**src/rtl/arb_pkg.sv**
```systemverilog
// Shared types and constants for the 4-requester arbiter.
package arb_pkg;

  localparam int N_REQ = 4;
  localparam int ID_W  = 2;

  typedef enum logic [1:0] {
    IDLE  = 2'd0,
    GRANT = 2'd1,
    GAP   = 2'd2
  } arb_state_e;

  function automatic logic [N_REQ-1:0] onehot(input logic [ID_W-1:0] id);
    logic [N_REQ-1:0] v;
    v     = '0;
    v[id] = 1'b1;
    return v;
  endfunction

endpackage

```
**src/rtl/prio_enc4.sv**
```systemverilog
// 4:2 priority encoder, highest set bit wins, with an optional rotation of the
// search start so the same block serves fixed and round-robin selection.
module prio_enc4
  import arb_pkg::*;
(
  input  logic [N_REQ-1:0] vec,
  input  logic [ID_W-1:0]  rot,
  output logic [ID_W-1:0]  idx,
  output logic             valid
);

  logic [2*N_REQ-1:0] dbl;
  logic [N_REQ-1:0]   rv;
  logic [ID_W-1:0]    local_idx;

  always_comb begin
    // rv[j] = vec[(j + rot) mod 4]; rv[3] is therefore requester rot-1.
    dbl = {vec, vec} >> rot;
    rv  = dbl[N_REQ-1:0];

    local_idx = 2'd0;
    if (rv[3])      local_idx = 2'd3;
    else if (rv[2]) local_idx = 2'd2;
    else if (rv[1]) local_idx = 2'd1;
    else            local_idx = 2'd0;

    idx   = local_idx + rot;
    valid = |vec;
  end

endmodule

```
**src/rtl/req_arbiter4.sv**
```systemverilog
// Registered 4-requester arbiter with hold limit and one idle cycle between
// tenures. Define ARB_ROUND_ROBIN_EN for round-robin instead of fixed priority.
module req_arbiter4
  import arb_pkg::*;
#(
  parameter int MAX_HOLD = 16,
  parameter int CNT_W    = 5
) (
  input  logic             clk,
  input  logic             rst,
  input  logic [N_REQ-1:0] req,
  output logic [N_REQ-1:0] gnt,
  output logic [ID_W-1:0]  gnt_id,
  output logic             gnt_valid,
  output logic             timeout,
  output logic [1:0]       state_dbg
);

  // Handshake: req[i] is a level request; requester i owns the resource on
  // every cycle gnt[i] is high and releases it by dropping req[i].

  arb_state_e       state, state_n;
  logic [CNT_W-1:0] hold_cnt, hold_cnt_n;
  logic [ID_W-1:0]  last_id, last_id_n;
  logic [N_REQ-1:0] mask, mask_n;
  logic [N_REQ-1:0] gnt_n;
  logic [ID_W-1:0]  gnt_id_n;
  logic             timeout_n;

  logic [N_REQ-1:0] eligible;
  logic [ID_W-1:0]  rot;
  logic [ID_W-1:0]  win_id;
  logic             win_valid;

  assign eligible = req & ~mask;

`ifdef ARB_ROUND_ROBIN_EN
  assign rot = last_id;
`else
  assign rot = '0;
`endif

  prio_enc4 u_enc (
    .vec   (eligible),
    .rot   (rot),
    .idx   (win_id),
    .valid (win_valid)
  );

  localparam logic [CNT_W-1:0] HOLD_LIMIT = CNT_W'(MAX_HOLD);
  localparam logic [CNT_W-1:0] CNT_MAX    = '1;

  always_comb begin
    state_n    = state;
    hold_cnt_n = hold_cnt;
    last_id_n  = last_id;
    mask_n     = mask;
    gnt_n      = gnt;
    gnt_id_n   = gnt_id;
    timeout_n  = 1'b0;

    case (state)
      IDLE, GAP: begin
        // The mask only ever covers one evaluation.
        mask_n = '0;
        if (win_valid) begin
          gnt_n      = onehot(win_id);
          gnt_id_n   = win_id;
          hold_cnt_n = CNT_W'(1);
          last_id_n  = win_id;
          state_n    = GRANT;
        end else begin
          gnt_n    = '0;
          gnt_id_n = '0;
          state_n  = IDLE;
        end
      end
      GRANT: begin
        if (!req[gnt_id]) begin
          gnt_n    = '0;
          gnt_id_n = '0;
          mask_n   = '0;
          state_n  = GAP;
        end else if (MAX_HOLD != 0 && hold_cnt == HOLD_LIMIT) begin
          gnt_n     = '0;
          gnt_id_n  = '0;
          timeout_n = 1'b1;
          mask_n    = onehot(gnt_id);
          state_n   = GAP;
        end else if (hold_cnt != CNT_MAX) begin
          hold_cnt_n = hold_cnt + CNT_W'(1);
        end
      end
      default: begin
        gnt_n    = '0;
        gnt_id_n = '0;
        mask_n   = '0;
        state_n  = IDLE;
      end
    endcase
  end

  always_ff @(posedge clk) begin
    if (rst) begin
      state    <= IDLE;
      hold_cnt <= '0;
      last_id  <= '0;
      mask     <= '0;
      gnt      <= '0;
      gnt_id   <= '0;
      timeout  <= 1'b0;
    end else begin
      state    <= state_n;
      hold_cnt <= hold_cnt_n;
      last_id  <= last_id_n;
      mask     <= mask_n;
      gnt      <= gnt_n;
      gnt_id   <= gnt_id_n;
      timeout  <= timeout_n;
    end
  end

  assign gnt_valid = |gnt;
  assign state_dbg = state;

endmodule

```
**config.mk**
```make
export PLATFORM = sky130hd
export DESIGN_NAME = req_arbiter4
export DESIGN_NICKNAME = d
export VERILOG_FILES = /design/src/rtl/arb_pkg.sv /design/src/rtl/prio_enc4.sv /design/src/rtl/req_arbiter4.sv
export SDC_FILE = /design/constraint.sdc
export NUM_CORES = 1
export LEC_CHECK = 0
export ABC_CLOCK_PERIOD_IN_PS = 2430
export CAP_MARGIN = 20
export CORE_AREA = 5 5 52 54
export CTS_CLUSTER_SIZE = 30
export DETAILED_ROUTE_END_ITERATION = 10
export DIE_AREA = 0 0 57 59
export MAX_ROUTING_LAYER = met4
export PLACE_DENSITY = 0.75
export REMOVE_ABC_BUFFERS = 1
export SETUP_SLACK_MARGIN = 0.1
export SLEW_MARGIN = 20
export SYNTH_ARGS = -nofsm -noshare
export SYNTH_HDL_FRONTEND = slang
export SYNTH_HIERARCHICAL = 1
export SYNTH_SLANG_ARGS = --single-unit
```
**constraint.sdc**
```tcl
create_clock -name clk -period 2.43 [get_ports clk]
set_clock_uncertainty 0.15 [all_clocks]
set_input_delay 0.3645 -clock clk [delete_from_list [all_inputs] [get_ports clk]]
set_output_delay 0.3645 -clock clk [all_outputs]
set_load 0.01 [all_outputs]
```
Word level (Yosys, flattened, before mapping). Cells that the tools add are included.

Add/subtract/negate cells: 1. Magnitude comparators: 4. Equality and inequality tests: 9. Mux-type cells: 27. Bitwise gates (word level): 4. Reduce and logical (&&, ||, !) cells: 9.

Operators by type and width (count): $mux W5 (4); $mux W2 (7); $mux W4 (3); $pmux W5 S2 (1); $pmux W2 S2 (2); $pmux W4 S2 (1); $reduce_or A4 Y1 (2); $lt A2 B3 Y1 const B (2); $mux W1 (6); $ne A2 B2 Y1 const B (3); $add A5 B1 Y5 const B (1); $eq A5 B5 Y1 const B (1); $ne A5 B5 Y1 const B (1); $reduce_and A5 Y1 (1); $and A4 B4 Y4 (1); $demux W1 S2 (2); $ge A2 B1 Y1 const B (2); $not A4 Y4 (1); $ne A3 B3 Y1 const B (1); $reduce_or A3 Y1 (1); $bmux W1 S2 (1); $eq A2 B1 Y1 const B (1); $eq A2 B2 Y1 const B (1); $logic_and A1 B1 Y1 (2); other kinds (5) (6).

Register bits: 18. Input port bits: 6.

Logic depth before layout (Yosys ltp). Gate-level depths: netlist (run 1).

Depth after elaboration: 11. Depth in mapped cells: 9. Mapped depth without buffers: 9.

Modules after synthesis. The synthesis (run 1) kept the hierarchy.

Modules (own cells, without submodules): req_arbiter4 (times used 1, cells each 90, area an instance 884.6 sq um, sequential area each 360.3 sq um); prio_enc4 (times used 1, cells each 20, area an instance 142.6 sq um, sequential area each 0.0 sq um).

Least setup slack after synthesis (run 1). No wires, ideal clock.

Path type: reg2reg. Start point: register hold_cnt[0]. End point: register hold_cnt[0]. Setup time: 0.116 ns. Arrival time: 1.752 ns. Required time: 2.164 ns. Slack: 0.412 ns. Stages on the path, launching flop included: 7. Buffers on the path: 0. Path through: dfxtp_1 ha_1 and3_1 ha_1 nor3b_1 o2111ai_1 o211a_1.

Longest elaborated chain between the ends: 5. Elaborated cells on any way between the ends: 10. Those cells by class: add/sub (1); eq/ne (4); mux (4); reduce/logical (1).

Ends and longest elaborated chain: from (decl) (RTL line req_arbiter4.sv:23) `logic [CNT_W-1:0] hold_cnt, hold_cnt_n;`; from (signal assigned) (RTL line req_arbiter4.sv:114) `hold_cnt <= hold_cnt_n;`; $add A5 B1 Y5 (RTL line req_arbiter4.sv:91) `hold_cnt_n = hold_cnt + CNT_W'(1);`; $mux W5 (RTL line req_arbiter4.sv:90) `end else if (hold_cnt != CNT_MAX) begin`; $mux W5 (RTL line req_arbiter4.sv:84) `end else if (MAX_HOLD != 0 && hold_cnt == HOLD_LIMIT) begin`; $mux W5 (RTL line req_arbiter4.sv:79) `if (!req[gnt_id]) begin`; $pmux W5 S2 (RTL line req_arbiter4.sv:62) `case (state)`.

Several ways; a longest one is shown, not always the timed one. The select of a mux whose other input is x is not followed. A chain may end at the register's enable or synchronous reset.

Final worst setup path (run 1).
Start point: register gnt[0]. End point: output port gnt_valid.

Longest elaborated chain between the ends: 1.

Ends and longest elaborated chain: from (decl) (RTL line req_arbiter4.sv:12) `output logic [N_REQ-1:0] gnt,`; from (signal assigned) (RTL line req_arbiter4.sv:117) `gnt <= gnt_n;`; $reduce_or A4 Y1 (RTL line req_arbiter4.sv:123) `assign gnt_valid = |gnt;`; to (decl) (RTL line req_arbiter4.sv:14) `output logic gnt_valid,`.

Every way passes these cells.

==> results of run 1 <==
[worst reg2reg max path, delay by kind of cell (launching register included)]
kind | cells | cell delay [ns]
flops | 1 | 0.34
buf+inv | 1 | 0.17
fa+ha+maj | 2 | 0.41
compound gates | 2 | 0.41
simple gates | 2 | 0.38
[worst max-delay path by stage]
| stage | start | endpoint | slack, ns | cells past startpoint |
|---|---|---|---|---|
| after floorplan | hold_cnt[0]$_SDFFE_PP0P_ | hold_cnt[0]$_SDFFE_PP0P_ | 0.41 | 6 |
| after global placement | req[2] | gnt[3]$_SDFFE_PP0P_ | 0.04 | 6 |
| after detailed placement | req[2] | gnt[3]$_SDFFE_PP0P_ | 0.02 | 6 |
| after CTS | gnt[0]$_SDFFE_PP0P_ | gnt_valid | 0.27 | 2 |
| after global routing | gnt[0]$_SDFFE_PP0P_ | gnt_valid | 0.23 | 2 |
| final | gnt[0]$_SDFFE_PP0P_ | gnt_valid | 0.30 | 2 |
[metal layers]
metal | vias to the layer above | track usage [%] | wire, um
met3 | 5 | 2.832 | 57
li1 | 464 | - | -
met2 | 12 | 22.51 | 1028
met4 | 0 | 6.291 | 42
met5 | - | - | 0
met1 | 427 | 16.12 | 948
[metrics by stage]
| step | utilization, % | instance area, um2 |
|---|---|---|
| finish | 59.23 | 1285 |
| CTS | 59.23 | 1285 |
| global placement | 57.55 | 1249 |
| floorplan | - | 1026 |
| global route | 59.23 | 1285 |
| detailed placement | 57.55 | 1249 |
[cell usage in the layout, fill, tap and decap left out, types with 2 or more instances in the layout]
cell,Yosys,final
a21oi_1,7,7
a22o_1,2,2
a311o_1,2,2
and3_1,3,3
and4_1,2,2
buf_4,0,5
clkbuf_4,0,3
clkdlybuf4s50_1,0,15
conb_1,1,12
dfxtp_1,18,18
ha_1,4,4
inv_1,5,5
nand2_1,12,12
nand2b_1,3,3
nor2_1,7,7
nor2b_1,5,5
nor3b_1,3,3
o211ai_1,2,2
o2bb2ai_1,2,2
o32ai_1,2,2
or3b_2,2,2
or4_1,2,2
[cell type report]
class / instances / area, um2 / area share [%]
Clock buffer: 4 / 36.28 / 2.824
Multi-Input combinational cell: 94 / 646.9 / 50.34
Sequential cell: 18 / 360.3 / 28.04
Tap cell: 28 / 35.03 / 2.726
Inverter: 5 / 18.77 / 1.461
Timing Repair Buffer: 20 / 187.7 / 14.61
[sequential cells by signal, indices dropped and copies added (netlist names)]
name	flops
hold_cnt	5
gnt	4
mask	4
state_dbg	2
timeout	1
gnt_id	2
[power groups by stage]
stage,registers (uW),clock network [uW],logic [uW]
after floorplan,335,0,90.2
after global placement,334,0,161
after detailed placement,334,0,164
after CTS,328,195,164
after global routing,331,209,181
final,327,184,164
[kinds of logic after synthesis]
| group | after synthesis |
|---|---|
| AO/OA/AOI/OAI | 29 |
| adder cells (fa/ha/maj) | 4 |
| buffers and inverters | 9 |
| flip-flops | 18 |
| multiplexers | 3 |
| other | 1 |
| AND/OR/NAND/NOR | 46 |
==> results.py, run 1 <==
metrics = {
    "logic_synthesis": {
        "synth_area_leaders": "dfxtp_1, ha_1, nand2_1",
        "ys_warn_count": 6,
        "synthFlopType": "dfxtp_1",
        "ys_async_sr_fraction_pct": 0,
        "synth_top_family_by_area": "simple AND/OR/NAND/NOR gates",
        "ys_top_cells_by_count": "dfxtp_1, nand2_1, a21oi_1, nor2_1",
        "synth.distinct_cells": 44,
        "synth-simple-area-share_pct": 26.92,
        "ys_ff_latch": 18,
        "synth_top_area_share_pct": 35.08,
        "synthMuxAreaShare_pct": 4.750,
        "avgSynthCellArea_um2": 9.339,
        "synth_compound_area_share_pct": 22.05,
        "synth-edff-count": 0,
        "synthXorXnorAreaFrac_pct": 0,
        "synth-adder-area-share_pct": 4.872,
        "syn_inst": 110,
        "yosysSeqAreaShare_pct": 35.08,
        "synth.cell_area_um2": 1027,
        "yosys.area.top_type": "dfxtp_1",
        "synth.most_common_cell": "dfxtp_1",
    },
    "routing": {
        "dr.pass1.iters": 4,
        "drt_iter0_drc": 21,
        "vias": 908,
        "detail-route-antenna-nets": 0,
        "drc": 0,
        "avgRoutedWirePerCell_um": 12.29,
        "via_per_inst": 5.373,
        "wirelength_um": 2077,
    },
    "clock_tree": {
        "postCtsSetupBuffers": 0,
        "cts_resized": 0,
        "cts_buffers": 3,
        "htreeDepth": 1,
        "path_clk_slew_ns": 0.10,
        "clockRootBuffer": "clkbuf_4",
        "cts.sinks": 18,
        "postCtsHoldBufs": 0,
        "cts_tree": "yes",
        "clock_latency_ns": 0.29,
        "clk_path_buf_depth": 2,
    },
    "timing": {
        "setup_viol": 0,
        "rsz0062_at_grt": "false",
        "hold_viol": 0,
        "fin_ws_ns": 0.2991,
        "fmax_mhz": 469.3,
        "finalCritPeriodShare_pct": 87.69,
        "hold_ws_ns": 0.3066,
        "fin_crit_ns": 2.131,
        "finalSetupTns_ns": 0,
        "slew_violations": 0,
    },
    "critical_path": {
        "crit_chain": "or4_1 > clkdlybuf4s50_1",
        "r2r-start": "hold_cnt[0]$_SDFFE_PP0P_",
        "crit_family": "simple AND/OR/NAND/NOR gates",
        "crit_required_ns": 1.92,
        "cp_slowest_cell": "or4_1",
        "path_buf_inv": 1,
        "crit_path_end_kind": "primary output",
        "rrSetupSlack_ns": 0.47,
        "reg2reg_depth": 7,
        "critPathKind": "reg2out",
        "cp_max_fo": 3,
        "critPathMaxStageDelay_ns": 0.50,
        "rr_endpoint": "hold_cnt[0]$_SDFFE_PP0P_",
        "cp.arrival_ns": 1.62,
        "crit_path_start_kind": "flip-flop",
    },
    "grt": {
        "grt_max_degree": 17,
        "grt_pass1_wl_um": 3532,
        "gr-total-overflow": 0,
        "track_usage_pct": 13.70,
        "grt_pass1_vias": 827,
        "antenna_found_initial": 0,
    },
    "power": {
        "netSwitchingPower_uw": 185.6,
        "p_int_uw": 489.1,
        "swShare_pct": 27.51,
        "ir_drop_uv": 406.1,
        "power_density_nw_per_um2": 525.1,
        "combPwrFrac_pct": 24.4,
        "p_leak_uw": 0.0004979,
        "clkPwrFrac_pct": 27.2,
        "power_frac_seq_pct": 48.4,
        "total_power_uw": 674.7,
    },
    "cells_and_area": {
        "finalNetCount": 152,
        "drive_gt1_share_pct": 12.77,
        "syn2layout_area_growth_pct": 25.09,
        "fillCellCount": 189,
        "n_antenna_cell": 0,
        "fin_cells": 169,
    },
    "hold_path": {
        "worstHoldPathType": "reg2reg",
        "holdPathStages": 2,
        "holdPathEnd": "mask[2]$_SDFFE_PP0P_",
        "worstHoldStart": "mask[2]$_SDFFE_PP0P_",
    },
    "floorplan": {
        "die_y_um": 59,
        "die-area_um2": 3363,
        "start_util_pct": 47.35,
        "core_area_um2": 2170,
        "ioPinCount": 16,
        "dieWidth_um": 57,
        "num_rows": 17,
    },
    "run_status": {
        "outcome": "finished, final reports clean",
    },
    "place": {
        "place.gp.congestion": 0.8012,
        "place_ws_ns": 0.02187,
        "detailed_place_hpwl_um": 1620,
        "portBuffers": 15,
        "dp.cells": 165,
    },
    "job": {
        "cap_violations": 0,
    },
}
No activity file was read; power rests on OpenSTA's default activity.
==> run 2: changes to the inputs <==
--- a/config.mk
+++ b/config.mk
@@ -12,7 +12,7 @@
 export DETAILED_ROUTE_END_ITERATION = 10
 export DIE_AREA = 0 0 57 59
 export MAX_ROUTING_LAYER = met4
-export PLACE_DENSITY = 0.75
+export PLACE_DENSITY = 0.69
 export REMOVE_ABC_BUFFERS = 1
 export SETUP_SLACK_MARGIN = 0.1
 export SLEW_MARGIN = 20
==> constraint.sdc (replaced) <==
create_clock -name clk -period 2.43 [get_ports clk]
set_clock_uncertainty 0.15 [all_clocks]
set_input_delay 0.3645 -clock clk [delete_from_list [all_inputs] [get_ports clk]]
set_output_delay 0.3645 -clock clk [all_outputs]
set_load 0.1 [all_outputs]
==> results.py, run 2 (synthesis gave the netlist of run 1 again) <==
metrics = {
    "critical_path": {
        "crit_path_end_kind": "flip-flop",
        "cp_max_fo": 5,
        "cp.arrival_ns": 2.10,
        "crit_path_start_kind": "input port",
        "critPathKind": "in2reg",
        "crit_required_ns": 2.45,
    },
    "floorplan": {
        "start_util_pct": 47.35,
        "die-area_um2": 3363,
        "die_y_um": 59,
        "num_rows": 17,
        "dieWidth_um": 57,
        "core_area_um2": 2170,
        "ioPinCount": 16,
    },
    "cells_and_area": {
        "n_antenna_cell": 0,
        "final_cell_area_um2": 1254,
        "finalNetCount": 153,
        "largest_reg_flops": 5,
        "largestRegisters": "hold_cnt x5, gnt x4, mask x4",
        "syn2layout_area_growth_pct": 22.05,
        "final_cell_mix": "dfxtp_1, buf_4, nand2_1, conb_1",
        "drive_gt1_share_pct": 19.86,
        "fin_cells": 169,
        "final_common_cell": "dfxtp_1",
        "max_flop_register": "hold_cnt",
    },
    "clock_tree": {
        "cts_tree": "yes",
        "postCtsSetupBuffers": 0,
        "path_clk_slew_ns": 0.10,
        "clk_path_buf_depth": 2,
        "htreeDepth": 1,
        "cts_resized": 0,
        "cts.sinks": 18,
        "clock_latency_ns": 0.28,
        "clockRootBuffer": "clkbuf_4",
        "cts_buffers": 3,
        "postCtsHoldBufs": 0,
    },
    "grt": {
        "top_usage_layer": "met2",
        "gr-total-overflow": 0,
        "met1_usage_pct": 15.13,
        "grt_max_degree": 17,
        "track_usage_pct": 14.29,
        "antenna_found_initial": 0,
        "grt_pass1_wl_um": 3795,
        "grt_pass1_vias": 934,
        "use_met2_pct": 26.43,
        "grtUsageMet3_pct": 2.397,
    },
    "routing": {
        "detail-route-antenna-nets": 0,
        "vias": 913,
        "avgRoutedWirePerCell_um": 12.64,
        "drt_iter0_drc": 8,
        "wirelength_um": 2136,
        "via_per_inst": 5.402,
        "drc": 0,
        "dr.pass1.iters": 5,
    },
    "place": {
        "portBuffers": 15,
        "dpl_cell_area_um2": 1231,
        "place.gp.congestion": 0.7954,
        "place_ws_ns": 0.06274,
        "dp.cells": 166,
        "detailed_place_hpwl_um": 1686,
    },
    "job": {
        "cap_violations": 0,
    },
    "power": {
        "ir_drop_uv": 303.1,
        "p_leak_uw": 0.0005129,
        "power_density_nw_per_um2": 587.5,
    },
    "timing": {
        "fin_ws_ns": 0.3566,
        "setup_viol": 0,
        "fmax_mhz": 482.3,
        "finalCritPeriodShare_pct": 85.32,
        "slew_violations": 0,
        "hold_viol": 0,
        "fin_crit_ns": 2.073,
        "rsz0062_at_grt": "false",
    },
    "hold_path": {
        "worstHoldPathType": "reg2reg",
    },
    "run_status": {
        "outcome": "finished, final reports clean",
    },
}
-- run 2: path summary, 6_finish.rpt --
kind,from,to,slack [ns],cells after the start
worst max-delay path,req[2],gnt[3]$_SDFFE_PP0P_,0.36,6
worst min-delay path,mask[0]$_SDFFE_PP0P_,mask[0]$_SDFFE_PP0P_,0.31,2
worst max register to register,hold_cnt[0]$_SDFFE_PP0P_,hold_cnt[0]$_SDFFE_PP0P_,0.47,7
worst min register to register,mask[0]$_SDFFE_PP0P_,mask[0]$_SDFFE_PP0P_,0.31,2
-- run 2: area by class of cell --
class	count	area, um2
fillers	208	915.9
multi-input cells	94	646.9
clock buffers	3	22.52
repair buffers	21	170.2
well taps	28	35.03
flip-flops and latches	18	360.3
inverters	5	18.77
-- run 2: critical path, stage by stage --
cell	delay [ns]
clkdlybuf4s50_1	0.40
nor2b_1	0.17
mux2_4	0.28
or4_1	0.39
and4_1	0.25
a32o_1	0.24
-- run 2: power by group --
part	total, uW	switching [uW]	internal (uW)	leakage [uW]
logic	270	187	83.0	0.000352
clock network	139	81.2	57.4	0.0000138
registers	328	17.8	310	0.000147
total	737	286	450	0.000513
-- run 2: through the flow --
step / hold WS, ns / TNS, ns / util, % / total power [uW]
6_report: 0.3066 / 0 / 57.79 / 736.5
5_1_grt: 0.3313 / 0 / 57.79 / 777.1
4_1_cts: 0.3095 / 0 / 57.79 / 741.9
3_5_place_dp: 0.2956 / 0 / 56.75 / 603.5
3_3_place_gp: 0.2894 / 0 / 56.75 / 600.0
2_1_floorplan: 0.2822 / -0.01826 / - / 533.8
-- run 2: layer usage --
metal  wire length (um)  vias to the layer above  part of all wire, %
met4                 36                        0                  1.7
met5                  0                        -                    0
met3                 46                        4                  2.2
li1                   -                      464                    -
met2               1106                        8                   52
met1                947                      437                   44
